==> src/rtl/uart_txrx.sv <==
// 8N1 UART: independent transmitter and receiver sharing one clock, one reset and one baud divisor.
// Serial frame: start bit (0), eight data bits LSB first, stop bit (1).
module uart_txrx #(
   parameter int CLKS_PER_BIT = 217
) (
   input  logic       i_Clock,
   input  logic       i_Reset,
   input  logic       i_TX_DV,
   input  logic [7:0] i_TX_Byte,
   output logic       o_TX_Active,
   output logic       o_TX_Serial,
   output logic       o_TX_Done,
   input  logic       i_RX_Serial,
   output logic       o_RX_DV,
   output logic [7:0] o_RX_Byte
);

   localparam int CNT_W = $clog2(CLKS_PER_BIT) + 1;
   localparam logic [CNT_W-1:0] BIT_LAST = CNT_W'(CLKS_PER_BIT - 1);
   localparam logic [CNT_W-1:0] HALF_BIT = CNT_W'((CLKS_PER_BIT - 1) / 2);
   localparam logic [CNT_W-1:0] CNT_ONE  = CNT_W'(1);

   typedef enum logic [2:0] {S_IDLE, S_START, S_DATA, S_STOP, S_CLEANUP} state_t;

   state_t           r_tx_state;
   logic [CNT_W-1:0] r_tx_count;
   logic [2:0]       r_tx_index;
   logic [7:0]       r_tx_data;

   state_t           r_rx_state;
   logic [CNT_W-1:0] r_rx_count;
   logic [2:0]       r_rx_index;
   logic [7:0]       r_rx_shift;
   logic             r_rx_sync_p0;
   logic             r_rx_sync_p1;

   // Transmitter: the line value for the next bit is registered on the edge that ends the current one
   always_ff @(posedge i_Clock) begin
      if (i_Reset) begin
         r_tx_state  <= S_IDLE;
         r_tx_count  <= '0;
         r_tx_index  <= '0;
         o_TX_Serial <= 1'b1;
         o_TX_Active <= 1'b0;
         o_TX_Done   <= 1'b0;
      end else begin
         case (r_tx_state)
            S_IDLE: begin
               o_TX_Serial <= 1'b1;
               o_TX_Done   <= 1'b0;
               r_tx_count  <= '0;
               r_tx_index  <= '0;
               if (i_TX_DV) begin
                  r_tx_data   <= i_TX_Byte;
                  o_TX_Active <= 1'b1;
                  o_TX_Serial <= 1'b0;
                  r_tx_state  <= S_START;
               end
            end
            S_START: begin
               if (r_tx_count == BIT_LAST) begin
                  r_tx_count  <= '0;
                  o_TX_Serial <= r_tx_data[0];
                  r_tx_state  <= S_DATA;
               end else begin
                  r_tx_count <= r_tx_count + CNT_ONE;
               end
            end
            S_DATA: begin
               if (r_tx_count == BIT_LAST) begin
                  r_tx_count <= '0;
                  if (r_tx_index == 3'd7) begin
                     r_tx_index  <= '0;
                     o_TX_Serial <= 1'b1;
                     r_tx_state  <= S_STOP;
                  end else begin
                     r_tx_index  <= r_tx_index + 3'd1;
                     o_TX_Serial <= r_tx_data[r_tx_index + 3'd1];
                  end
               end else begin
                  r_tx_count <= r_tx_count + CNT_ONE;
               end
            end
            S_STOP: begin
               if (r_tx_count == BIT_LAST) begin
                  r_tx_count  <= '0;
                  o_TX_Done   <= 1'b1;
                  o_TX_Active <= 1'b0;
                  r_tx_state  <= S_CLEANUP;
               end else begin
                  r_tx_count <= r_tx_count + CNT_ONE;
               end
            end
            S_CLEANUP: begin
               o_TX_Done  <= 1'b0;
               r_tx_state <= S_IDLE;
            end
            default: r_tx_state <= S_IDLE;
         endcase
      end
   end

   // Two-flop synchroniser on the asynchronous line, idling high
   always_ff @(posedge i_Clock) begin
      if (i_Reset) begin
         r_rx_sync_p0 <= 1'b1;
         r_rx_sync_p1 <= 1'b1;
      end else begin
         r_rx_sync_p0 <= i_RX_Serial;
         r_rx_sync_p1 <= r_rx_sync_p0;
      end
   end

   // Receiver: confirm the start bit at its centre, then sample every full bit period from there
   always_ff @(posedge i_Clock) begin
      if (i_Reset) begin
         r_rx_state <= S_IDLE;
         r_rx_count <= '0;
         r_rx_index <= '0;
         o_RX_DV    <= 1'b0;
         o_RX_Byte  <= '0;
      end else begin
         case (r_rx_state)
            S_IDLE: begin
               o_RX_DV    <= 1'b0;
               r_rx_count <= '0;
               r_rx_index <= '0;
               if (!r_rx_sync_p1) r_rx_state <= S_START;
            end
            S_START: begin
               if (r_rx_count == HALF_BIT) begin
                  r_rx_count <= '0;
                  r_rx_state <= r_rx_sync_p1 ? S_IDLE : S_DATA;
               end else begin
                  r_rx_count <= r_rx_count + CNT_ONE;
               end
            end
            S_DATA: begin
               if (r_rx_count == BIT_LAST) begin
                  r_rx_count             <= '0;
                  r_rx_shift[r_rx_index] <= r_rx_sync_p1;
                  if (r_rx_index == 3'd7) begin
                     r_rx_index <= '0;
                     r_rx_state <= S_STOP;
                  end else begin
                     r_rx_index <= r_rx_index + 3'd1;
                  end
               end else begin
                  r_rx_count <= r_rx_count + CNT_ONE;
               end
            end
            S_STOP: begin
               if (r_rx_count == BIT_LAST) begin
                  r_rx_count <= '0;
                  r_rx_state <= S_CLEANUP;
                  if (r_rx_sync_p1) begin
                     o_RX_Byte <= r_rx_shift;
                     o_RX_DV   <= 1'b1;
                  end
               end else begin
                  r_rx_count <= r_rx_count + CNT_ONE;
               end
            end
            S_CLEANUP: begin
               o_RX_DV    <= 1'b0;
               r_rx_state <= S_IDLE;
            end
            default: r_rx_state <= S_IDLE;
         endcase
      end
   end

endmodule

==> config.mk <==
export PLATFORM = sky130hd
export DESIGN_NAME = uart_txrx
export DESIGN_NICKNAME = d
export VERILOG_FILES = /design/src/rtl/uart_txrx.sv
export SDC_FILE = /design/constraint.sdc
export NUM_CORES = 1
export LEC_CHECK = 0
export CORE_ASPECT_RATIO = 0.7
export CORE_UTILIZATION = 30
export CTS_CLUSTER_DIAMETER = 80
export CTS_CLUSTER_SIZE = 40
export DETAILED_ROUTE_END_ITERATION = 10
export PLACE_DENSITY = 0.44
export SETUP_SLACK_MARGIN = 0.02
export SLEW_MARGIN = 20
export SYNTH_ARGS = -nofsm -noshare
export SYNTH_HDL_FRONTEND = slang
export SYNTH_SLANG_ARGS = --single-unit
==> constraint.sdc <==
create_clock -name i_Clock -period 2.9 [get_ports i_Clock]
set_input_delay 0.29 -clock i_Clock [delete_from_list [all_inputs] [get_ports i_Clock]]
set_output_delay 0.29 -clock i_Clock [all_outputs]
set_load 0.01 [all_outputs]
==> metrics.txt, run 1 <==
Antenna Diode Count 0; root buf cell clkbuf_16; Cell variety after synth 48; CTS tree done; total grt overflow 0; H-tree lvl count 3; Tcrit/Tclk final 76.5%; Post-Syn Area per Cell 9.62 µm²; CP required 3170 ps; RSZ-0062 raised after global routing false; cell row count 28; Synth async-reset ratio 0%; Yosys reg bits 60; first-pass GRT wire length 9580 µm; Worst Clk Skew 7.22 ps; DRT Pass-1 Iters 4; Initial Utilization 31.7%; largest net degree at the start of global routing 25; Worst Path Arrival 2490 ps; hold_buf cts 0; Worst setup EP type register; number of buffers created by CTS 9; post-layout min period 2220 ps; FF-to-FF path depth 7; Filler cells 910; Reg2Reg Launch Point r_tx_index[0]; initial antenna violation count 0; WL per Instance 12.7 µm; CP startpoint r_tx_index[0]; IO Pins 24; Reg clk slew, reported paths 50 ps; commonest cells after routing, fill and taps aside 44 x dfxtp_1, 40 x nor2_1, 23 x nand2_1, 23 x clkdlybuf4s50_1, 16 x edfxtp_1; Power per Cell Area 571 mW/mm²; Post-layout nets 328; CTS sink count 60; final hold violations 0; Worst-Margin Slew 950 ps; number of global-route vias before repair 1947; Max Fclk 451 MHz; run status finished, final reports clean; share of layout cells above drive strength 1 8.31%; Die X 116 µm; area of the die 0.00956 mm²; Setup-failing EPs final 0; crit path max fanout 5; synth warn 0; CTS Buffer Depth 2; Vias/cell 4.75; Worst Hold Launch r_rx_sync_p0; post-cts resize count 0; post-CTS setup buffers 0; crit start category register; most common cell after layout, fill and taps aside dfxtp_1; HP Class register to register; Total GRT Usage 13.4%; core area 0.00869 mm²; gpl congestion 0.739; Worst R2R Setup Slack 680 ps; Critical Path Sink o_TX_Serial; Residual DRC 0; Antenna Violating Nets Remaining 0; Post-Syn Area 0.00275 mm²; Non-Filler Instances 433; die height 82.1 µm; Worst Path Class, Setup register to register; Primary FF master, synth dfxtp_1; I/O Buffers 23; Max-Cap Viols 0; sequential fraction of the synthesis area 49.5%; peak supply drop 0.246 mV; HPWL after detailed placement 3770 µm; placed cells 417; DRT Wirelength 5480 µm; number of flops mapped to enable cells by yosys 16; Mapped Cells 286; clk_lat worst skew 330 ps; Initial DRC Count 108; Slew Limit Fails 0; routed via count 2055; Fin Setup TNS 0 ps; synthesized net count 306; Leakage 1.21 nW; Layout Area Growth over Synthesis 22.4%; FF-to-FF End o_TX_Serial; Max transition margin 36.2%
-- worst max-delay path, cell delays in order, from the launching register on --
cell	delay (ps)
dfxtp_1	350
ha_1	210
ha_1	380
mux2i_1	150
mux4_2	470
nor2b_1	140
nor4b_1	260
o32a_1	200
-- how the worst min path moves through the flow --
stage | cells past startpoint | to
after floorplan | 0 | r_tx_data[0]
after global placement | 1 | r_rx_sync_p1
after detailed placement | 1 | r_rx_sync_p1
after CTS | 1 | r_rx_sync_p1
after global routing | 1 | r_rx_sync_p1
final | 1 | r_rx_sync_p1
-- flip-flops by register name (all words and copies together), names as in the netlist --
signal and cells:
r_tx_state 3, o_RX_Byte 8, r_rx_state 3, o_TX_Serial 1, o_TX_Active 1, r_tx_data 8, r_tx_index 3, r_rx_shift 8
r_rx_index 3, r_tx_count 9, o_RX_DV 1, r_rx_sync_p0 1, r_rx_sync_p1 1, o_TX_Done 1, r_rx_count 9
-- where the power goes --
group | switching [mW] | total, mW | leakage [nW] | internal (mW)
clock network | 0.349 | 0.970 | 0.137 | 0.621
registers | 0.0107 | 0.883 | 0.500 | 0.872
logic | 0.0352 | 0.0708 | 0.570 | 0.0355
-- logic make-up (layout without fill, tap and decap cells) --
logic type | after synthesis | count (layout) | synth area share (%)
adder cells (fa/ha/maj) | 9 | 9 | 4.05
multiplexers | 19 | 19 | 7.55
AO/OA/AOI/OAI | 41 | 41 | 9.46
flip-flops | 60 | 60 | 49.5
AND/OR/NAND/NOR | 128 | 128 | 24.1
XOR/XNOR | 7 | 7 | 2.23
buffers and inverters | 22 | 49 | 3.18
-- layout make-up --
type	instances	area [µm²]	share of cell area, %
sequential	60	1360	40.4
inverter	7	26.3	0.780
multi-input combinational	204	1300	38.7
clock buffer	14	264	7.84
clock inverter	2	10.0	0.297
tap	120	150	4.46
timing repair buffer	26	253	7.51
-- cells in the mapped netlist, types with 5 or more instances --
master / n / area [µm²]
ha_1: 8 / 100
nor2b_1: 5 / 31.3
a21oi_1: 12 / 60.1
nand3_1: 12 / 60.1
nand2_1: 23 / 86.3
clkbuf_1: 11 / 41.3
edfxtp_1: 16 / 480
mux2i_1: 14 / 140
inv_1: 7 / 26.3
dfxtp_1: 44 / 881
nor3_1: 11 / 55.1
nor2_1: 40 / 150
xor2_1: 5 / 43.8
a22oi_1: 5 / 37.5
o21ai_0: 7 / 35.0
nand4_1: 9 / 56.3
-- metrics by stage --
| step | hold WS (ps) | power [mW] | area, µm² | setup slack [ps] | utilization, % |
|---|---|---|---|---|---|
| CTS | 424 | 1.96 | 3370 | 657 | 38.8 |
| floorplan | 389 | 0.937 | 2750 | 822 | - |
| detailed placement | 396 | 0.972 | 3090 | 682 | 35.6 |
| global route | 447 | 2.01 | 3370 | 367 | 38.8 |
| finish | 419 | 1.92 | 3370 | 682 | 38.8 |
| global placement | 419 | 0.972 | 3090 | 753 | 35.6 |
-- layer usage --
layer / track usage, % / vias up / routed length, µm
li1: - / 1077 / -
met1: 18.6 / 944 / 3020
met2: 18.3 / 25 / 2150
met3: 5.11 / 9 / 230
met4: 5.77 / 0 / 79
met5: 0 / - / 0
No activity file was read; power rests on OpenSTA's default activity.
==> inputs of run 2 (changes only) <==
- PLACE_DENSITY: 0.44 -> 0.46
- clock period: 2.9 -> 2 ns (I/O delays scaled with it)
==> run 2 against run 1 <==
Combinational power up 64%. Highest routed layer unchanged. Cell count up 3.9%. Critical endpoint unchanged. First-iteration DRC count up 10%.
==> metrics.txt, run 2 (synthesis gave the netlist of run 1 again) <==
Initial Utilization 31.7% (unchanged); post-route setup slack 47.2 ps (was 682 ps); Reg power frac 44.3% (was 45.9%); sw power 604 µW (was 395 µW); clock network power share 51.6% (was 50.4%); Max transition margin 73.4% (was 36.2%); Worst setup EP type register (unchanged); combinational share of power 4.0% (was 3.7%); final hold violations 0 (unchanged); Die X 116 µm (unchanged); routed via count 2120 (was 2055); gpl congestion 0.713 (was 0.739); RSZ-0062 raised after global routing true (was false); sw frac 21.0% (was 20.5%); total grt overflow 0 (unchanged); Max Fclk 512 MHz (was 451 MHz); HPWL after detailed placement 3970 µm (was 3770 µm); Storage cell area 0.00136 mm² (about the same); HP Class register to register (unchanged); H-tree lvl count 3 (unchanged); delay-heaviest family, CP multiplexers (unchanged); Vias/cell 4.71 (was 4.75); Tcrit/Tclk final 97.6% (was 76.5%); Setup-failing EPs final 0 (unchanged); die height 82.1 µm (unchanged); first-pass GRT wire length 9560 µm (was 9580 µm); run status finished, final reports clean (unchanged); Power per Cell Area 810 mW/mm² (was 571 mW/mm²); Non-Filler Instances 450 (was 433); root buf cell clkbuf_16 (unchanged); Post-Place Worst Slack -73.7 ps (was 682 ps); Internal 2.27 mW (was 1.53 mW); Slew Limit Fails 0 (unchanged); peak supply drop 0.435 mV (was 0.246 mV); crit start category register (unchanged); cell row count 28 (unchanged); Critical-path top delay cell mux4_2 (unchanged); CP required 2280 ps (was 3170 ps); Antenna Diode Count 0 (unchanged); Filler cells 899 (was 910); number of buffers created by CTS 9 (unchanged); area of the die 0.00956 mm² (unchanged); worst hold slack 410 ps (was 419 ps); clk_lat worst skew 330 ps (about the same); CTS Buffer Depth 2 (unchanged); Worst Clk Skew 4.88 ps (was 7.22 ps); CTS tree done (unchanged); commonest cells after routing, fill and taps aside 42 x dfxtp_1, 39 x nor2_1, 23 x nand2_1, 23 x clkdlybuf4s50_1, 20 x buf_4 (was 44 x dfxtp_1, 40 x nor2_1, 23 x nand2_1, 23 x clkdlybuf4s50_1, 16 x edfxtp_1); CP Cell Sequence ha_4 > ha_4 > mux2i_1 > mux4_2 > nor2b_1 > nor4b_2 > o32a_1 (was ha_1 > ha_1 > mux2i_1 > mux4_2 > nor2b_1 > nor4b_1 > o32a_1); share of layout cells above drive strength 1 16.7% (was 8.31%); Layout Area Growth over Synthesis 29.2% (was 22.4%); CP most frequent cell ha_4 (was ha_1); Fin Setup TNS 0 ps (unchanged); core area 0.00869 mm² (unchanged); number of global-route vias before repair 1963 (was 1947); DRT Wirelength 5610 µm (was 5480 µm); Total GRT Usage 13.4% (about the same); largest registers r_rx_count x9, r_tx_count x9 (unchanged); crit path max fanout 5 (unchanged); I/O Buffers 23 (unchanged); Design Area, Final 0.00356 mm² (was 0.00337 mm²); Worst-Margin Slew 399 ps (was 950 ps); placed cells 434 (was 417); Residual DRC 0 (unchanged); placed cell area 0.00325 mm² (was 0.00309 mm²); Reg clk slew, reported paths 50 ps (about the same); Worst Path Arrival 2230 ps (was 2490 ps); Worst Path Class, Setup register to register (unchanged); multi-input logic area 0.00135 mm² (was 0.00130 mm²); IO Pins 24 (unchanged); Initial DRC Count 119 (was 108); Antenna Violating Nets Remaining 0 (unchanged); hold_buf cts 0 (unchanged); post-layout min period 1950 ps (was 2220 ps); Leakage 1.30 nW (was 1.21 nW); Max-Cap Viols 0 (unchanged); worst stage delay on the critical path 460 ps (was 470 ps); Post-layout nets 345 (was 328); post-CTS setup buffers 0 (unchanged); CTS sink count 60 (unchanged); DRT Pass-1 Iters 4 (unchanged); largest net degree at the start of global routing 22 (was 25); Buf/Inv on CP 0 (unchanged); initial antenna violation count 0 (unchanged); WL per Instance 12.5 µm (was 12.7 µm); most common cell after layout, fill and taps aside dfxtp_1 (unchanged)
-- run 2: changes by cell type in the layout (fill, tap and decap cells not counted), sizes merged --
| cell | change |
|---|---|
| clkinv | +2 |
| bufinv | +1 |
| clkbuf | -4 |
| clkinvlp | +1 |
| buf | +17 |
-- run 2: cell type report --
class	instances	area share [%]
clock buffer	10	6.44
clock inverter	6	1.58
inverter	7	0.739
multi-input combinational	204	38.0
sequential	60	38.4
tap	120	4.22
timing repair buffer	43	10.7
-- run 2: through the flow --
step	utilization (%)	total power [mW]
2_1_floorplan	-	1.36
3_3_place_gp	37.4	1.42
3_5_place_dp	37.4	1.42
4_1_cts	40.7	2.93
5_1_grt	40.9	3.00
6_report	40.9	2.88
-- run 2: timing repair --
item / in CTS / in global routing
resized for setup: 1 / 8
endpoints found under the setup margin: 1 / 13
pin swaps: 1 / 4
gates cloned: 0 / 0
-- run 2: worst paths after layout --
kind,from,to,slack (ps),cells after the start
max,r_tx_index[1],o_TX_Serial,50,7
min,r_rx_sync_p0,r_rx_sync_p1,410,1
max reg2reg,r_tx_index[1],o_TX_Serial,50,7
min reg2reg,r_rx_sync_p0,r_rx_sync_p1,410,1
-- run 2: power by group through the flow --
stage	clock (mW)	combinational, mW	sequential, mW
5_1_grt	1.59	0.128	1.28
6_report	1.49	0.116	1.28
3_3_place_gp	0	0.114	1.30
4_1_cts	1.54	0.117	1.28
3_5_place_dp	0	0.116	1.30
2_1_floorplan	0	0.0617	1.30
-- run 2: per-layer routing --
metal | GRT usage, % | wire length, µm | vias to the layer above
met4 | 5.77 | 85 | 0
met3 | 5.18 | 233 | 9
met5 | 0 | 0 | -
met2 | 18.8 | 2230 | 22
met1 | 18.1 | 3060 | 970
li1 | - | - | 1119
